<file path="src/rtl/stage_mem.sv">
// stage_mem: memory-access pipeline stage between EX/MEM and WB.
// Issues one load or store per valid memory instruction and holds the upstream
// stage through Feedback_Mem_Acc until the access completes. Memory latency is
// unbounded in both the request and read-data phases.
// Optional build macro MEM_PERF_CNT_EN adds a Mem_stall_cycles output that
// counts every cycle the upstream stage is stalled.
module stage_mem (
    input  logic        clk,
    input  logic        rst,
    input  logic [31:0] PC_I,
    input  logic        Done_I,
    input  logic [5:0]  MCR_I,
    input  logic [31:0] WDR_I,
    input  logic [31:0] ASR_I,
    input  logic [4:0]  RAR_I,
    input  logic [2:0]  F3R_I,
    output logic [31:0] Address,
    output logic        MemWrite,
    output logic [31:0] Write_data,
    output logic [3:0]  Write_strb,
    output logic        MemRead,
    input  logic        Mem_Req_Ready,
    input  logic [31:0] Read_data,
    input  logic        Read_data_Valid,
    output logic        Read_data_Ready,
    output logic        Feedback_Mem_Acc,
`ifdef MEM_PERF_CNT_EN
    output logic [31:0] Mem_stall_cycles,
`endif
    output logic [31:0] PC_O,
    output logic        Done_O,
    output logic [4:0]  RF_waddr_O,
    output logic [31:0] RF_wdata_O
);

    typedef enum logic [1:0] {IDLE, REQ, RDW} state_t;

    state_t      r_state;
    state_t      w_state_d;
    logic        r_done;
    logic [31:0] r_pc;
    logic [4:0]  r_waddr;
    logic [31:0] r_wdata;

    logic        w_memw;
    logic        w_memr;
    logic        w_memop;
    logic        w_complete;
    logic        w_pass;
    logic        w_load_wb;
    logic [31:0] w_byte_shift;
    logic [7:0]  w_byte;
    logic [15:0] w_half;
    logic [31:0] w_load_data;
    logic [31:0] w_wdata_d;
    logic [4:0]  w_waddr_d;

    assign w_memw  = MCR_I[5];
    assign w_memr  = MCR_I[4];
    assign w_memop = Done_I & (w_memw | w_memr);

    // Completion: store accepted, or load data returned while waiting for it.
    assign w_complete = ((r_state == REQ) & Mem_Req_Ready & w_memw) |
                        ((r_state == RDW) & Read_data_Valid);
    // Non-memory slot passing straight through from IDLE.
    assign w_pass     = (r_state == IDLE) & ~w_memop;
    // Writeback fields load whenever Done_O is about to load 1.
    assign w_load_wb  = w_complete | (w_pass & Done_I);

    // State register.
    always_ff @(posedge clk) begin
        if (rst) begin
            r_state <= IDLE;
        end else begin
            r_state <= w_state_d;
        end
    end

    // Next-state logic; upstream inputs are held stable while stalled.
    always_comb begin
        w_state_d = r_state;
        unique case (r_state)
            IDLE: if (w_memop) w_state_d = REQ;
            REQ: begin
                if (Mem_Req_Ready) begin
                    if (w_memw)      w_state_d = IDLE;
                    else if (w_memr) w_state_d = RDW;
                end
            end
            RDW: if (Read_data_Valid) w_state_d = IDLE;
            default: w_state_d = IDLE;
        endcase
    end

    // Memory-side outputs and stall request; all handshakes quiet during reset.
    always_comb begin
        MemWrite         = 1'b0;
        MemRead          = 1'b0;
        Read_data_Ready  = 1'b0;
        Address          = 32'h0;
        Write_data       = 32'h0;
        Write_strb       = 4'h0;
        Feedback_Mem_Acc = 1'b0;
        if (!rst) begin
            unique case (r_state)
                IDLE: Feedback_Mem_Acc = w_memop;
                REQ: begin
                    MemWrite         = w_memw;
                    MemRead          = w_memr;
                    Address          = {ASR_I[31:2], 2'b00};
                    Write_data       = WDR_I;
                    Write_strb       = MCR_I[3:0];
                    Feedback_Mem_Acc = ~(Mem_Req_Ready & w_memw);
                end
                RDW: begin
                    Read_data_Ready  = 1'b1;
                    Feedback_Mem_Acc = ~Read_data_Valid;
                end
                default: ;
            endcase
        end
    end

    // Load lane extraction by byte offset and funct3.
    always_comb begin
        w_byte_shift = Read_data >> {ASR_I[1:0], 3'b000};
        w_byte       = w_byte_shift[7:0];
        w_half       = ASR_I[1] ? Read_data[31:16] : Read_data[15:0];
        unique case (F3R_I)
            3'b000:  w_load_data = {{24{w_byte[7]}}, w_byte};
            3'b100:  w_load_data = {24'h0, w_byte};
            3'b001:  w_load_data = {{16{w_half[15]}}, w_half};
            3'b101:  w_load_data = {16'h0, w_half};
            default: w_load_data = Read_data;
        endcase
    end

    // Writeback data selection: loads complete only from RDW.
    always_comb begin
        w_wdata_d = (r_state == RDW) ? w_load_data : ASR_I;
        w_waddr_d = w_memw ? 5'd0 : RAR_I;
    end

    // WB-facing registers; a reset drops any in-flight access outright.
    always_ff @(posedge clk) begin
        if (rst) begin
            r_done  <= 1'b0;
            r_pc    <= 32'h0;
            r_waddr <= 5'd0;
            r_wdata <= 32'h0;
        end else begin
            r_done <= w_complete | (w_pass & Done_I);
            if (w_load_wb) begin
                r_pc    <= PC_I;
                r_waddr <= w_waddr_d;
                r_wdata <= w_wdata_d;
            end
        end
    end

    assign Done_O     = r_done;
    assign PC_O       = r_pc;
    assign RF_waddr_O = r_waddr;
    assign RF_wdata_O = r_wdata;

`ifdef MEM_PERF_CNT_EN
    logic [31:0] r_stall_cnt;

    // Stall-cycle counter; wraps naturally at 32 bits.
    always_ff @(posedge clk) begin
        if (rst) begin
            r_stall_cnt <= 32'h0;
        end else if (Feedback_Mem_Acc) begin
            r_stall_cnt <= r_stall_cnt + 32'd1;
        end
    end

    assign Mem_stall_cycles = r_stall_cnt;
`endif

endmodule

</file>
<file path="config.mk">
export PLATFORM = sky130hd
export DESIGN_NAME = stage_mem
export DESIGN_NICKNAME = d
export VERILOG_FILES = /design/src/rtl/stage_mem.sv
export SDC_FILE = /design/constraint.sdc
export NUM_CORES = 1
export LEC_CHECK = 0
export ABC_CLOCK_PERIOD_IN_PS = 4070
export CORE_ASPECT_RATIO = 0.75
export CORE_MARGIN = 2
export CORE_UTILIZATION = 35
export DETAILED_ROUTE_END_ITERATION = 10
export GPL_ROUTABILITY_DRIVEN = 0
export PLACE_DENSITY_LB_ADDON = 0.05
export SLEW_MARGIN = 0
export SYNTH_ARGS = -nofsm -noshare
export SYNTH_HDL_FRONTEND = slang
export SYNTH_SLANG_ARGS = --single-unit
</file>
<file path="constraint.sdc">
create_clock -name clk -period 4.07 [get_ports clk]
set_input_delay 1.0175 -clock clk [delete_from_list [all_inputs] [get_ports clk]]
set_output_delay 1.0175 -clock clk [all_outputs]
set_load 0.005 [all_outputs]
</file>
==> summary.txt <==
Floorplan
  – Initial core utilization: between 30% and 40%
  – Die height: 98.3 um
  – Width of the chip: around 130 um
  – Die ar.: 12,800 um2
  – Number of placed I/O pins: between 200 and 300
  – FP Rows: 34
  – Placeable core region: ~12,000 um2

Timing
  – Final critical-path required period: approximately 3.9 ns
  – Number of failing hold endpoints at the final stage: 0
  – Peak Freq: ~260 MHz
  – Unrepaired setup endpoints after global routing: no
  – Slew HR: a little under a quarter
  – Final period utilization: a little over nine tenths
  – Final-report setup violation count: 0
  – Maximum clock skew at final layout: about 0.0043 ns
  – Worst-Margin Slew: roughly 1.1 ns
  – Count of final max-slew check failures: 0
  – Setup TNS: 0 ns

Drt
  – Total vias in the final route: roughly 4,700
  – Number of remaining DRC errors: 0
  – First-pass iteration count of the detailed router: 4
  – DRT Wirelength: roughly 16 mm
  – WL per Instance: 16.8 um
  – DR iter-0 viols: 220
  – Vias per std cell: around 5
  – Number of nets with antenna violations after detailed routing: 0

Clocking
  – Post-cts sizing count: 0
  – Cts hold-fix bufs: 0
  – Clock sink count: between 70 and 80
  – CTS H-Tree Depth: 3
  – Worst-Skew Late Latency: ~0.33 ns
  – CTS clk-pin slew, worst paths: ~0.06 ns
  – Clock tree from TritonCTS: built
  – Inserted Clock Buffers: 9
  – Post-CTS setup buffer count: 0
  – Clk root buf: sky130_fd_sc_hd__clkbuf_16
  – Number of buffers on the longest clock path: 2

Pwr
  – Power per cell area: about 290 nW/um2
  – Cell-internal power: 1590 uW
  – Switching share of power: 25.4%
  – Pleak: ~0.0026 uW
  – Net load switching power: about 540 uW
  – Total power: 2130 uW
  – Share of total power in combinational logic: approximately a quarter
  – Part of the total power dissipated in the clock network: 40.2%
  – Register share of total power: 35.9%
  – Worst VDD drop: between 0.0002 and 0.00025 V

Synthesis
  – Cell Area, Synth: 4150 um2
  – Count of distinct cell types in the synthesized netlist: 46
  – Mean Syn Cell Area: between 8 and 9 um2
  – Fraction of registers with async set or reset after synthesis: 0%
  – Post-Syn Instances: a little over 500
  – Most used flip-flop cell after synthesis: sky130_fd_sc_hd__dfxtp_1
  – EDFF count, synth: 0
  – Yosys reg bits: 72
  – Yosys warns: 0
  – Fraction of the yosys area taken by sequential cells: 34.7%

GRT
  – Largest net degree at the start of global routing: 66
  – Gr usage total: a little under a quarter
  – Number of antenna violations at the first check in global routing: 0
  – Via count of the first global-routing pass: 4,583
  – Grt total ovfl: 0
  – Global-route wire length before repair: 24.2 mm

Setup path
  – Data arrival time of the critical path: around 2.8 ns
  – Source of the critical timing path: MCR_I[4]
  – Type of destination of the critical path: output port
  – Kind of launch point of the worst setup path: input pin
  – Critical path fanouts, max: 4
  – Kind of critical path: input pin to output port
  – Critical R2R Launch: r_state[0]$_SDFFE_PP0P_
  – Worst path required time: around 3.1 ns
  – Worst-case reg-to-reg path depth: 5

Finish
  – Ratio of cells with drive above 1 in the final layout: roughly 8.1%
  – ANT cells: 0
  – Final Net Count: between 900 and 1,000
  – Top library cells by usage in the layout, fill and taps aside: sky130_fd_sc_hd__clkdlybuf4s50_1, sky130_fd_sc_hd__nand2_1, sky130_fd_sc_hd__dfxtp_1
  – Most frequent standard cell in the layout excluding fill and tap cells: sky130_fd_sc_hd__clkdlybuf4s50_1
  – Area growth from synthesis to final layout: 77.9%
  – Post-route core utilization: 63.9%

Hold path
  – Hold path depth: 2
  – Startpoint of the lowest-slack hold path: PC_O[26]$_SDFFE_PP0P_
  – Class of the worst hold path: flip-flop to flip-flop

Run
  – Maximum capacitance violations: 0

Placed design
  – HPWL after DPL: 12.1 mm
  – Port Buffers: ~290

Run status
  – Run status: completed
==> cell usage after synthesis (2+ instances only) <==
cell type	number	area, um2
sky130_fd_sc_hd__a211o_1	3	26.3
sky130_fd_sc_hd__a211oi_1	3	22.5
sky130_fd_sc_hd__a211oi_2	5	62.6
sky130_fd_sc_hd__a21oi_1	69	345
sky130_fd_sc_hd__a221oi_1	16	140
sky130_fd_sc_hd__a221oi_2	7	105
sky130_fd_sc_hd__a22oi_1	7	52.6
sky130_fd_sc_hd__and2_1	69	432
sky130_fd_sc_hd__and3_1	2	12.5
sky130_fd_sc_hd__buf_1	3	11.3
sky130_fd_sc_hd__buf_2	11	55.1
sky130_fd_sc_hd__buf_4	7	52.6
sky130_fd_sc_hd__buf_6	3	33.8
sky130_fd_sc_hd__clkbuf_1	28	105
sky130_fd_sc_hd__dfxtp_1	72	1440
sky130_fd_sc_hd__inv_1	3	11.3
sky130_fd_sc_hd__mux2_2	13	146
sky130_fd_sc_hd__mux2i_1	4	40.0
sky130_fd_sc_hd__nand2_1	93	349
sky130_fd_sc_hd__nand2b_1	8	50.1
sky130_fd_sc_hd__nand3b_1	14	105
sky130_fd_sc_hd__nor2_1	17	63.8
sky130_fd_sc_hd__nor2b_1	3	18.8
sky130_fd_sc_hd__o2111ai_1	2	17.5
sky130_fd_sc_hd__o211ai_1	7	52.6
sky130_fd_sc_hd__o221ai_1	5	43.8
sky130_fd_sc_hd__o31ai_1	16	120
sky130_fd_sc_hd__or3_1	3	18.8
==> flip-flops by register name (all words and copies together), names as in the netlist <==
name / cells
Done_O: 1
r_state: 2
RF_waddr_O: 5
PC_O: 32
RF_wdata_O: 32
==> layer usage <==
| metal | up-vias | GRT usage (%) | part of all wire, % |
|---|---|---|---|
| met5 | - | 0 | 0 |
| met4 | 0 | 8.44 | 2.1 |
| met3 | 24 | 5.70 | 7.2 |
| li1 | 2319 | - | - |
| met1 | 2201 | 29.8 | 42 |
| met2 | 198 | 40.4 | 49 |
==> cell families (layout without fill, tap and decap cells) <==
kind of cell | count (synthesis) | after routing | synth area share, %
buffers and inverters | 55 | 317 | 6.48
multiplexers | 17 | 17 | 4.49
flip-flops | 72 | 72 | 34.7
AND/OR/NAND/NOR | 216 | 216 | 27.3
AO/OA/AOI/OAI | 150 | 150 | 27.0
other | 1 | 2 | 0.0903
==> power groups by stage <==
stage	clock [uW]	sequential (uW)	combinational, uW
floorplan	0	782	193
global placement	0	778	500
detailed placement	0	780	506
CTS	872	765	509
global route	908	769	547
finish	856	765	507
==> critical path, cell delays in order <==
cell,delay [ns]
sky130_fd_sc_hd__clkdlybuf4s50_1,0.56
sky130_fd_sc_hd__or2_2,0.16
sky130_fd_sc_hd__a21oi_1,0.09
sky130_fd_sc_hd__o32a_1,0.34
sky130_fd_sc_hd__nor2_1,0.13
sky130_fd_sc_hd__clkdlybuf4s50_1,0.53
==> final cells by class <==
class | count | area [um2]
timing repair buffer | 298 | 2960
clock inverter | 6 | 92.6
sequential | 72 | 1440
tap | 162 | 203
inverter | 3 | 11.3
multi-input combinational | 385 | 2450
fill | 1002 | 4180
clock buffer | 10 | 229
==> metrics by stage <==
step	area, um2	setup slack (ns)	std cells	hold slack, ns
6_report	7390	0.220	936	0.450
5_1_grt	7390	0.160	936	0.467
4_1_cts	7390	0.212	936	0.451
3_5_place_dp	7070	0.215	920	0.443
3_3_place_gp	7070	0.241	920	0.437
2_1_floorplan	4160	1.08	512	0.448
==> path summary, 6_finish.rpt <==
path | to | slack, ns
worst max-delay path | Feedback_Mem_Acc | 0.22
worst max register to register | RF_waddr_O[4]$_SDFFE_PP0P_ | 1.87
worst min register to register | PC_O[26]$_SDFFE_PP0P_ | 0.45
worst min-delay path | PC_O[26]$_SDFFE_PP0P_ | 0.45
(Power assumes the default switching activity.)
